**src/rtl/contador_param_if.sv**
```systemverilog
// Bus bundle for contador_param: control/data inputs and registered results.
// The driver side (bench or parent logic) takes the master modport; the
// counter itself takes the slave modport.
interface contador_param_if #(
  parameter int WIDTH = 4
) ();

  logic             enable;
  logic [1:0]       mode;
  logic [WIDTH-1:0] D;
  logic [WIDTH-1:0] count;
  logic             rco;
  logic             load;

  modport master (
    output enable,
    output mode,
    output D,
    input  count,
    input  rco,
    input  load
  );

  modport slave (
    input  enable,
    input  mode,
    input  D,
    output count,
    output rco,
    output load
  );

endinterface

```
**src/rtl/contador_param.sv**
```systemverilog
// Parametrised multi-mode counter: up by 1, down by 1, up by 3, parallel load.
// Overflow/underflow either wraps modulo 2^WIDTH or clamps at the range ends,
// chosen by SATURATE. count, rco and load are all registered; the only
// non-clocked path is the asynchronous active-low reset.
module contador_param #(
  parameter int WIDTH    = 4,
  parameter bit SATURATE = 1'b0
) (
  input  logic           clk,
  input  logic           reset,
  contador_param_if.slave bus
);

  // Two guard bits: the top one flags a negative result, the next one flags
  // a result that went past 2^WIDTH-1 (worst case is max+3, which fits).
  localparam int EW = WIDTH + 2;

  typedef enum logic [1:0] {
    MODE_UP   = 2'b00,
    MODE_DOWN = 2'b01,
    MODE_UP3  = 2'b10,
    MODE_LOAD = 2'b11
  } mode_e;

  mode_e            mode_s;
  logic [WIDTH-1:0] count_q, count_d;
  logic             rco_q, rco_d;
  logic             load_q, load_d;
  logic [EW-1:0]    cur_ext;
  logic [EW-1:0]    exact;
  logic             over;
  logic             under;
  logic [WIDTH-1:0] oor_value;

  assign mode_s  = mode_e'(bus.mode);
  assign cur_ext = {2'b00, count_q};

  // Exact (unwrapped) result of the selected arithmetic mode.
  always_comb begin
    exact = cur_ext;
    case (mode_s)
      MODE_UP:   exact = cur_ext + EW'(1);
      MODE_DOWN: exact = cur_ext - EW'(1);
      MODE_UP3:  exact = cur_ext + EW'(3);
      default:   exact = cur_ext;
    endcase
  end

  // Sign bit set means below zero; otherwise bit WIDTH set means above max.
  assign under = exact[EW-1];
  assign over  = ~exact[EW-1] & exact[WIDTH];

  // Value taken when the exact result is out of range.
  generate
    if (SATURATE) begin : g_sat
      assign oor_value = over ? {WIDTH{1'b1}} : {WIDTH{1'b0}};
    end else begin : g_wrap
      assign oor_value = exact[WIDTH-1:0];
    end
  endgenerate

  // Next-state selection: hold, load, in-range update or out-of-range policy.
  always_comb begin
    count_d = count_q;
    rco_d   = 1'b0;
    load_d  = 1'b0;
    if (bus.enable) begin
      if (mode_s == MODE_LOAD) begin
        count_d = bus.D;
        load_d  = 1'b1;
      end else if (over || under) begin
        count_d = oor_value;
        rco_d   = 1'b1;
      end else begin
        count_d = exact[WIDTH-1:0];
      end
    end
  end

  // State registers; reset clears everything immediately, no pending work kept.
  always_ff @(posedge clk or negedge reset) begin
    if (!reset) begin
      count_q <= '0;
      rco_q   <= 1'b0;
      load_q  <= 1'b0;
    end else begin
      count_q <= count_d;
      rco_q   <= rco_d;
      load_q  <= load_d;
    end
  end

  assign bus.count = count_q;
  assign bus.rco   = rco_q;
  assign bus.load  = load_q;

endmodule

```
**src/flat_wrapper.sv**
```systemverilog
// flat-port wrapper written by rule: the top's interface ports become plain ports
module contador_param_flat 
#(
  parameter int WIDTH    = 4,
  parameter bit SATURATE = 1'b0
)
  (clk, reset, bus_enable, bus_mode, bus_D, bus_count, bus_rco, bus_load);
  contador_param_if #(.WIDTH(WIDTH)) bus_i ();
  input  logic clk;
  input  logic reset;
  input wire logic [$bits(bus_i.enable)-1:0] bus_enable;
  input wire logic [$bits(bus_i.mode)-1:0] bus_mode;
  input wire logic [$bits(bus_i.D)-1:0] bus_D;
  output wire logic [$bits(bus_i.count)-1:0] bus_count;
  output wire logic [$bits(bus_i.rco)-1:0] bus_rco;
  output wire logic [$bits(bus_i.load)-1:0] bus_load;
  assign bus_i.enable = bus_enable;
  assign bus_i.mode = bus_mode;
  assign bus_i.D = bus_D;
  assign bus_count = bus_i.count;
  assign bus_rco = bus_i.rco;
  assign bus_load = bus_i.load;
  contador_param #(.WIDTH(WIDTH), .SATURATE(SATURATE)) u_core (.clk(clk), .reset(reset), .bus(bus_i));
endmodule
```
**config.mk**
```make
export PLATFORM = sky130hd
export DESIGN_NAME = contador_param_flat
export DESIGN_NICKNAME = d
export VERILOG_FILES = /design/src/rtl/contador_param_if.sv /design/src/rtl/contador_param.sv /design/src/flat_wrapper.sv
export SDC_FILE = /design/constraint.sdc
export NUM_CORES = 1
export LEC_CHECK = 0
export ABC_AREA = 1
export CAP_MARGIN = 40
export CORE_AREA = 2 2 39 41
export DETAILED_ROUTE_END_ITERATION = 10
export DIE_AREA = 0 0 41 43
export DONT_BUFFER_PORTS = 1
export GPL_TIMING_DRIVEN = 0
export HOLD_SLACK_MARGIN = 0.08
export PLACE_DENSITY = 0.52
export SYNTH_ARGS = -nofsm -noshare
export SYNTH_HDL_FRONTEND = slang
export SYNTH_SLANG_ARGS = --single-unit
```
**constraint.sdc**
```tcl
create_clock -name clk -period 1.42 [get_ports clk]
set_input_delay 0.142 -clock clk [delete_from_list [all_inputs] [get_ports clk]]
set_output_delay 0.142 -clock clk [all_outputs]
set_load 0.05 [all_outputs]
```
==> flow_summary_export.csv, run 1 <==
group,metric,value,unit
pwr,p_sw,0.321,mW
pwr,pwr-share-clk,23.0,%
pwr,cellPowerDensity,1300,nW/µm²
worst_setup_path,critical_path_class,"flop to flop",
sta,hold_slack,88.9,ps
floorplan,start_util,32.0,%
yosys,avgSynthCellArea,6.81,µm²
pwr,p_leak,0.277,nW
routing,drtPass1Iterations,2,
layout,drive_gt1_share,24.7,%
sta,slew-limit-headroom,57.3,%
floorplan,dieArea,1760,µm²
pwr,internal-power,0.406,mW
yosys,yosys_most_used_dff,"dfrtp_1",
sta,rsz0062_at_grt,"yes",
sta,fmax,662,MHz
grt,grt-ovfl-total,0,
floorplan,chipHeight,43,µm
grt,grt_first_pass_wirelength,1440,µm
yosys,synth_cell_types,18,
hold_path,timing.hold.worst.class,"input pin to flop",
placed_design,place_area,468,µm²
worst_setup_path,rr_worst_depth,5,
layout,stdcell_area,558,µm²
pwr,peakVddDrop,0.834,mV
pwr,swShare,44.2,%
sta,maxSlewViolCount,0,
sta,setup_tns,-184,ps
clock_tree,cts_buffers,3,
layout,final_cells,89,
worst_setup_path,end_kind,"flop",
worst_setup_path,crit-reg2reg-launch,"u_core.bus.count[0]$_DFFE_PN0P_",
hold_path,holdPathEnd,"u_core.bus.count[0]$_DFFE_PN0P_",
layout,fillers,149,
worst_setup_path,crit_path_start_kind,"flop",
routing,routed_via_density,4.70,
grt,grt_pass1_vias,359,
layout,nNetsFinal,86,
placed_design,dp_cells,81,
routing,ant_nets,0,
sta,skew,1.34,ps
placed_design,io_buffers,0,
layout,final_cell_mix,"inv_1, nand2_1, nor2_1",
sta,tightest_slew,640,ps
yosys,synth_fp_nets,77,
routing,drtIter0Drc,8,
yosys,yosysSeqAreaShare,33.9,%
run_status,violations,"setup timing",
floorplan,num_rows,14,
placed_design,dp_hpwl,754,µm
routing,wire_per_inst,10.6,µm
run_status,status,"complete, but fails checks",
hold_path,hold-path-cell-count,2,
grt,antenna_found_initial,0,
clock_tree,cts_buffer_depth,2,
sta,hold_violations,0,
routing,dr_total_vias,418,
routing,drc_errors,0,
clock_tree,h-tree-depth,1,
worst_setup_path,ff2ff_setup_slack,-90,ps
yosys,syn_inst,65,
worst_setup_path,cp_max_fo,5,
worst_setup_path,crit_arrival,1670,ps
sta,min_period,1510,ps
yosys,syn_area,443,µm²
floorplan,die_w,41,µm
worst_setup_path,worstPathRequired,1580,ps
layout,register_area,159,µm²
placed_design,gp_congestion,0.796,
clock_tree,clk_pin_slew,50,ps
clock_tree,cts_tree,"yes",
pwr,power_frac_comb,29.6,%
sta,period_share,106,%
worst_setup_path,worstReg2RegEnd,"u_core.bus.count[1]$_DFFE_PN0P_",
yosys,synth-edff-count,0,
layout,n_antenna_cell,0,
layout,multi_input_area,259,µm²
floorplan,core_region_area,1380,µm²
clock_tree,numClockSinks,6,
hold_path,hold_start,"bus_enable",
yosys,synthArstFlopShare,100,%
clock_tree,cts-root-buf,"clkbuf_4",
layout,area_delta_synth_final,26.0,%
grt,grt.total_usage,12.3,%
grt,grt_max_degree,10,
clock_tree,clk_latency,240,ps
yosys,ys_warn_count,0,
placed_design,dpl_worst_slack,-154,ps
pwr,share_seq_of_total_power,47.4,%
floorplan,ioPinCount,15,
sta,setup_ws,-89.8,ps
yosys,ys_ff_latch,6,
sta,finalSetupViolCount,3,
run,cap_viol_max_count,0,
routing,wl,940,µm
flip-flops by register name, indices dropped and copies added, names as in the netlist:
| signal | cells |
|---|---|
| u_core.bus.rco | 1 |
| u_core.bus.count | 4 |
| u_core.bus.load | 1 |
worst max-delay path: stages (launching register included):
cell and delay [ps]:
dfrtp_4 580, fa_2 570, nand2_2 60, o21ai_2 60
a21oi_2 40, o21ai_1 120
cell type report:
| cell class | count | area share [%] |
|---|---|---|
| plain buffers | 1 | 0.897 |
| clock buffers | 4 | 4.71 |
| inverters | 13 | 8.74 |
| multi-input cells | 45 | 46.4 |
| flip-flops and latches | 6 | 28.5 |
| well taps | 16 | 3.59 |
| repair buffers | 4 | 7.17 |
metal layers:
metal	part of all wire [%]	up-vias	GRT usage [%]
met1	49	187	17.5
met4	0	0	2.00
met3	5.6	0	4.71
met2	46	11	17.8
met5	0	-	0
li1	-	220	-
synth_stat cells, types with 2 or more instances:
library cell | n | area, µm²
inv_1 | 12 | 45.0
nand2_1 | 12 | 45.0
nor2_1 | 9 | 33.8
dfrtp_1 | 6 | 150
nand3_1 | 6 | 30.0
a21oi_1 | 4 | 20.0
ha_1 | 2 | 25.0
nand2_2 | 2 | 12.5
o21ai_0 | 2 | 10.0
o21ai_1 | 2 | 10.0
power by group through the flow:
stage                     clock network [mW]  logic (mW)  registers, mW
after floorplan                            0       0.143          0.330
after global placement                     0       0.172          0.341
after detailed placement                   0       0.174          0.341
after CTS                              0.175       0.202          0.344
after global routing                   0.191       0.244          0.354
final                                  0.167       0.215          0.345
cell families after synthesis:
| group | Yosys count | share of synthesized area [%] |
|---|---|---|
| simple gates | 32 | 31.4 |
| buf+inv | 14 | 12.1 |
| compound gates | 10 | 12.4 |
| flops | 6 | 33.9 |
| fa+ha+maj | 3 | 10.2 |
per-stage QoR:
step | utilization, % | power, mW
floorplan | - | 0.472
global placement | 33.8 | 0.513
detailed placement | 33.8 | 0.515
CTS | 39.4 | 0.721
global route | 40.3 | 0.789
finish | 40.3 | 0.727
how the worst max path moves through the flow:
stage | startpoint | end | cells after the start
2_1_floorplan | u_core.bus.count[1]$_DFFE_PN0P_ | u_core.bus.count[1]$_DFFE_PN0P_ | 5
3_3_place_gp | u_core.bus.count[1]$_DFFE_PN0P_ | u_core.bus.count[1]$_DFFE_PN0P_ | 5
3_5_place_dp | u_core.bus.count[1]$_DFFE_PN0P_ | u_core.bus.count[1]$_DFFE_PN0P_ | 5
4_1_cts | u_core.bus.count[1]$_DFFE_PN0P_ | u_core.bus.count[1]$_DFFE_PN0P_ | 5
5_1_grt | u_core.bus.count[0]$_DFFE_PN0P_ | u_core.bus.count[1]$_DFFE_PN0P_ | 5
6_report | u_core.bus.count[0]$_DFFE_PN0P_ | u_core.bus.count[1]$_DFFE_PN0P_ | 5
repair_timing:
item	4_1_cts	5_1_grt
setup buffers	0	0
pin swaps	4	2
resized for setup	7	4
hold buffers	4	0
setup endpoints to repair	3	3
endpoints found under the hold margin	10	0
Note: power is estimated with default switching activity, not from simulation.
==> run 2: changes to the inputs <==
--- a/config.mk
+++ b/config.mk
@@ -7,13 +7,15 @@
 export LEC_CHECK = 0
 export ABC_AREA = 1
 export CAP_MARGIN = 40
-export CORE_AREA = 2 2 39 41
+export CELL_PAD_IN_SITES_DETAIL_PLACEMENT = 2
+export CELL_PAD_IN_SITES_GLOBAL_PLACEMENT = 2
+export CORE_MARGIN = 2
+export CORE_UTILIZATION = 29
 export DETAILED_ROUTE_END_ITERATION = 10
-export DIE_AREA = 0 0 41 43
 export DONT_BUFFER_PORTS = 1
 export GPL_TIMING_DRIVEN = 0
 export HOLD_SLACK_MARGIN = 0.08
-export PLACE_DENSITY = 0.52
+export PLACE_DENSITY = 0.76
 export SYNTH_ARGS = -nofsm -noshare
 export SYNTH_HDL_FRONTEND = slang
 export SYNTH_SLANG_ARGS = --single-unit
==> run 2 against run 1 <==
Against the previous run: the run still ends with setup timing left; clock power rose by 7%; clock skew rose by 2.9 ps; critical path depth did not move; sequential power rose by 3%; flip-flop and latch count did not move; non-clock buffer count rose by 2; largest cell class unchanged; power rose by 7.9%; final area rose by 6.7%; cell count rose by 2.2%; sequential share of layout area fell by 1.8 points; hold slack got worse by 1.2 ps.
==> flow_summary_export.csv, run 2 (synthesized netlist as in run 1, its figures left out) <==
group,metric,value,unit
worst_setup_path,critical_path_class,"flop to flop",
routing,dr_total_vias,477,
layout,n_antenna_cell,0,
sta,tightest_slew,676,ps
routing,drtIter0Drc,4,
sta,maxSlewViolCount,0,
worst_setup_path,worst_path_most_repeated_cell,"o21ai_1",
clock_tree,cts_tree,"yes",
sta,hold_slack,87.7,ps
worst_setup_path,end_kind,"flop",
sta,setup_ws,-148,ps
run_status,status,"complete, but fails checks",
worst_setup_path,crit_path_top_delay_cell,"dfrtp_4",
sta,fmax,638,MHz
sta,min_period,1570,ps
run,cap_viol_max_count,0,
floorplan,num_rows,14,
floorplan,die_w,43.1,µm
clock_tree,numClockSinks,6,
layout,fillers,180,
clock_tree,cts_buffer_depth,2,
routing,wl,1540,µm
floorplan,core_region_area,1470,µm²
sta,setup_tns,-397,ps
layout,layout_commonest_cell,"inv_1",
grt,grt-ovfl-total,0,
routing,drc_errors,0,
layout,multi_input_area,275,µm²
grt,grt_pass1_vias,515,
worst_setup_path,worstPathRequired,1560,ps
worst_setup_path,crit_arrival,1710,ps
pwr,p_leak,0.287,nW
floorplan,start_util,30.1,%
placed_design,io_buffers,0,
sta,rsz0062_at_grt,"yes",
clock_tree,h-tree-depth,1,
layout,final_cell_mix,"inv_1, nand2_1, nor2_1",
worst_setup_path,crit_path_start_kind,"flop",
clock_tree,clk_latency,250,ps
worst_setup_path,cp_slowest_stage_delay,580,ps
grt,grt_first_pass_wirelength,2320,µm
floorplan,chipHeight,43.1,µm
grt,grt_max_degree,10,
sta,hold_violations,0,
grt,antenna_found_initial,0,
sta,slew-limit-headroom,54.9,%
worst_setup_path,crit_chain,"fa_2 > o21ai_1 > nand3_1 > o21ai_1 > inv_1",
floorplan,ioPinCount,15,
layout,final_cells,91,
layout,fin_util,40.5,%
hold_path,timing.hold.worst.class,"input pin to flop",
layout,drive_gt1_share,28.0,%
clock_tree,cts-root-buf,"clkbuf_4",
worst_setup_path,cp_max_fo,5,
grt,grt.total_usage,17.7,%
sta,skew,4.20,ps
routing,wire_per_inst,16.9,µm
pwr,peakVddDrop,0.333,mV
layout,register_area,159,µm²
routing,drtPass1Iterations,4,
run_status,violations,"setup timing",
worst_setup_path,rr_worst_depth,5,
hold_path,hold-path-cell-count,2,
floorplan,dieArea,1860,µm²
pwr,cellPowerDensity,1320,nW/µm²
placed_design,gp_congestion,0.725,
clock_tree,clk_pin_slew,50,ps
placed_design,dp_hpwl,1130,µm
pwr,power,0.785,mW
placed_design,dpl_worst_slack,-204,ps
sta,period_share,110,%
routing,ant_nets,0,
placed_design,dp_cells,81,
layout,nNetsFinal,88,
layout,stdcell_area,596,µm²
clock_tree,cts_buffers,3,
routing,routed_via_density,5.24,
sta,finalSetupViolCount,4,
layout,area_delta_synth_final,34.5,%
layout,largest_reg_flops,4,
placed_design,place_area,468,µm²
==> run 2: changes by cell type in the layout (fill, tap and decap cells not counted), sizes merged <==
cell / delta
buf: +1
dlygate4sd3: +1
==> run 2: where the power goes <==
group / switching, mW / internal (mW) / leakage, nW
registers: 0.148 / 0.206 / 0.0711
clock network: 0.0716 / 0.107 / 0.0150
logic: 0.144 / 0.107 / 0.201
total: 0.364 / 0.421 / 0.287
==> run 2: what timing repair did <==
item	CTS	global route
endpoints found under the setup margin	4	4
pin swaps	3	4
hold endpoints to repair	10	0
hold buffers	5	0
buffers inserted	0	1
gates resized for setup	6	8
==> run 2: per-layer routing <==
metal  up-vias  GRT usage (%)  share of wire, %
met5         -              0                 0
met3         5           1.28               5.6
met2        21           31.6                55
met4         0           9.09               2.4
met1       228           20.7                37
li1        223              -                 -
==> run 2: final cells by class <==
| cell class | count | area share (%) |
|---|---|---|
| repair buffers | 6 | 10.3 |
| flip-flops and latches | 6 | 26.7 |
| clock buffers | 4 | 4.41 |
| inverters | 13 | 8.19 |
| plain buffers | 1 | 0.840 |
| multi-input cells | 45 | 46.2 |
| well taps | 16 | 3.36 |
==> run 2: final timing paths <==
kind / startpoint / to / slack, ps
worst max register to register: u_core.bus.count[0]$_DFFE_PN0P_ / u_core.bus.count[2]$_DFFE_PN0P_ / -150
min in group asynchronous: reset / u_core.bus.load$_DFF_PN0_ / 200
max in group asynchronous: reset / u_core.bus.count[0]$_DFFE_PN0P_ / 970
worst min-delay path: bus_D[1] / u_core.bus.count[1]$_DFFE_PN0P_ / 90
worst max-delay path: u_core.bus.count[0]$_DFFE_PN0P_ / u_core.bus.count[2]$_DFFE_PN0P_ / -150
worst min register to register: u_core.bus.count[1]$_DFFE_PN0P_ / u_core.bus.count[1]$_DFFE_PN0P_ / 780
==> run 2: critical path: cells and delay by family (launching register included) <==
| kind | cells | cell delay, ps |
|---|---|---|
| fa+ha+maj | 1 | 440 |
| flops | 1 | 580 |
| simple gates | 1 | 120 |
| buf+inv | 1 | 50 |
| compound gates | 2 | 260 |
==> run 3: changes to the inputs <==
--- a/config.mk
+++ b/config.mk
@@ -14,7 +14,6 @@
 export DETAILED_ROUTE_END_ITERATION = 10
 export DONT_BUFFER_PORTS = 1
 export GPL_TIMING_DRIVEN = 0
-export HOLD_SLACK_MARGIN = 0.08
 export PLACE_DENSITY = 0.76
 export SYNTH_ARGS = -nofsm -noshare
 export SYNTH_HDL_FRONTEND = slang
==> run 3 against run 2 <==
Against the previous run: the run still ends with setup timing left; die area unchanged; maximum frequency increased by 1.2%; flip-flop and latch count stayed put; combinational power decreased by 2%; largest cell class unchanged.
==> flow_summary_export.csv, run 3 (synthesized netlist as in run 1, its figures left out) <==
group,metric,value,unit
run_status,status,"complete, but fails checks",
run_status,violations,"setup timing",
grt,grt_pass1_vias,499,
sta,rsz0062_at_grt,"yes",
layout,fillers,188,
grt,grt-ovfl-total,0,
clock_tree,cts_tree,"yes",
floorplan,num_rows,14,
pwr,power,0.779,mW
floorplan,chipHeight,43.1,µm
pwr,peakVddDrop,0.339,mV
routing,dr_total_vias,446,
worst_setup_path,cp_max_fo,5,
floorplan,dieArea,1860,µm²
sta,skew,4.49,ps
floorplan,start_util,30.1,%
pwr,cellPowerDensity,1400,nW/µm²
clock_tree,cts_buffer_depth,2,
routing,drc_errors,0,
routing,routed_via_density,5.13,
placed_design,io_buffers,0,
routing,wl,1370,µm
routing,drtPass1Iterations,4,
placed_design,gp_congestion,0.725,
layout,drive_gt1_share,31.0,%
worst_setup_path,worstPathRequired,1560,ps
worst_setup_path,crit_path_start_kind,"flop",
clock_tree,h-tree-depth,1,
sta,finalSetupViolCount,4,
worst_setup_path,critical_path_class,"flop to flop",
layout,nNetsFinal,84,
grt,grt_max_degree,10,
clock_tree,cts-root-buf,"clkbuf_4",
worst_setup_path,crit_path_top_delay_cell,"dfrtp_4",
sta,tightest_slew,670,ps
worst_setup_path,end_kind,"flop",
layout,area_delta_synth_final,26.0,%
layout,final_cell_mix,"inv_1, nor2_1, nand2_1",
sta,setup_ws,-130,ps
routing,drtIter0Drc,3,
worst_setup_path,cp_slowest_stage_delay,580,ps
layout,final_cells,87,
worst_setup_path,ff2ff_setup_slack,-130,ps
sta,maxSlewViolCount,0,
sta,fmax,645,MHz
clock_tree,clk_latency,250,ps
grt,antenna_found_initial,0,
floorplan,core_region_area,1470,µm²
routing,ant_nets,0,
worst_setup_path,worst_path_most_repeated_cell,"o21ai_1",
floorplan,die_w,43.1,µm
layout,n_antenna_cell,0,
worst_setup_path,crit_chain,"fa_2 > o21ai_1 > nand3_1 > o21ai_1 > inv_1",
layout,largest_reg_flops,4,
routing,wire_per_inst,15.7,µm
sta,min_period,1550,ps
placed_design,dp_hpwl,1130,µm
sta,period_share,109,%
grt,grt.total_usage,16.5,%
layout,layout_commonest_cell,"inv_1",
placed_design,dp_cells,81,
sta,hold_violations,0,
run,cap_viol_max_count,0,
worst_setup_path,crit_arrival,1690,ps
floorplan,ioPinCount,15,
clock_tree,numClockSinks,6,
hold_path,timing.hold.worst.class,"input pin to flop",
sta,slew-limit-headroom,55.3,%
pwr,p_leak,0.269,nW
clock_tree,clk_pin_slew,50,ps
clock_tree,cts_buffers,3,
grt,grt_first_pass_wirelength,2180,µm
[run 3: changes by cell type in the layout (fill, tap and decap cells not counted), sizes merged]
| cell | delta |
|---|---|
| dlygate4sd3 | -4 |
[run 3: metrics by stage]
stage	TNS [ps]	instance area [µm²]	utilization (%)	setup WS, ps	hold slack [ps]
2_1_floorplan	-31.5	448	-	-31.5	-154
3_3_place_gp	-411	468	31.8	-199	-153
3_5_place_dp	-546	468	31.8	-204	-153
4_1_cts	-476	510	34.7	-178	20.9
5_1_grt	-605	558	37.9	-197	38.4
6_report	-360	558	37.9	-130	22.7
[run 3: layout make-up]
cell class | count | area [µm²] | area share [%]
well taps | 16 | 20.0 | 3.59
multi-input cells | 45 | 278 | 49.8
inverters | 13 | 48.8 | 8.74
clock buffers | 4 | 26.3 | 4.71
repair buffers | 2 | 21.3 | 3.81
plain buffers | 1 | 5.00 | 0.897
flip-flops and latches | 6 | 159 | 28.5
[run 3: where the power goes]
group / switching, mW / total [mW] / internal, mW
combinational: 0.140 / 0.248 / 0.108
clock: 0.0700 / 0.177 / 0.107
sequential: 0.148 / 0.354 / 0.206
total: 0.359 / 0.779 / 0.421
[run 3: per-layer routing]
| layer | global-route usage (%) | vias up | routed length (µm) |
|---|---|---|---|
| met4 | 9.09 | 0 | 15 |
| li1 | - | 215 | - |
| met1 | 19.4 | 213 | 548 |
| met3 | 1.28 | 3 | 69 |
| met2 | 29.0 | 15 | 734 |
| met5 | 0 | - | 0 |
[run 3: final timing paths]
kind / from / to / cells after the start
max: u_core.bus.count[0]$_DFFE_PN0P_ / u_core.bus.count[2]$_DFFE_PN0P_ / 5
min: bus_enable / u_core.bus.count[0]$_DFFE_PN0P_ / 1
max reg2reg: u_core.bus.count[0]$_DFFE_PN0P_ / u_core.bus.count[2]$_DFFE_PN0P_ / 5
min reg2reg: u_core.bus.count[1]$_DFFE_PN0P_ / u_core.bus.count[1]$_DFFE_PN0P_ / 2
max in group asynchronous: reset / u_core.bus.count[0]$_DFFE_PN0P_ / 1
min in group asynchronous: reset / u_core.bus.count[1]$_DFFE_PN0P_ / 1
[run 3: worst max-delay path, delay by kind of cell (launching register included)]
family	cells	cell delay (ps)
compound gates	2	250
fa+ha+maj	1	450
buf+inv	1	50
flops	1	580
simple gates	1	100
[run 3: repair_timing]
action / CTS / global route
hold buffers: 1 / 0
gates resized for setup: 6 / 9
gates cloned: 0 / 0
setup endpoints to repair: 4 / 4
pin swaps: 3 / 4
endpoints found under the hold margin: 6 / 0
buffers inserted: 0 / 1
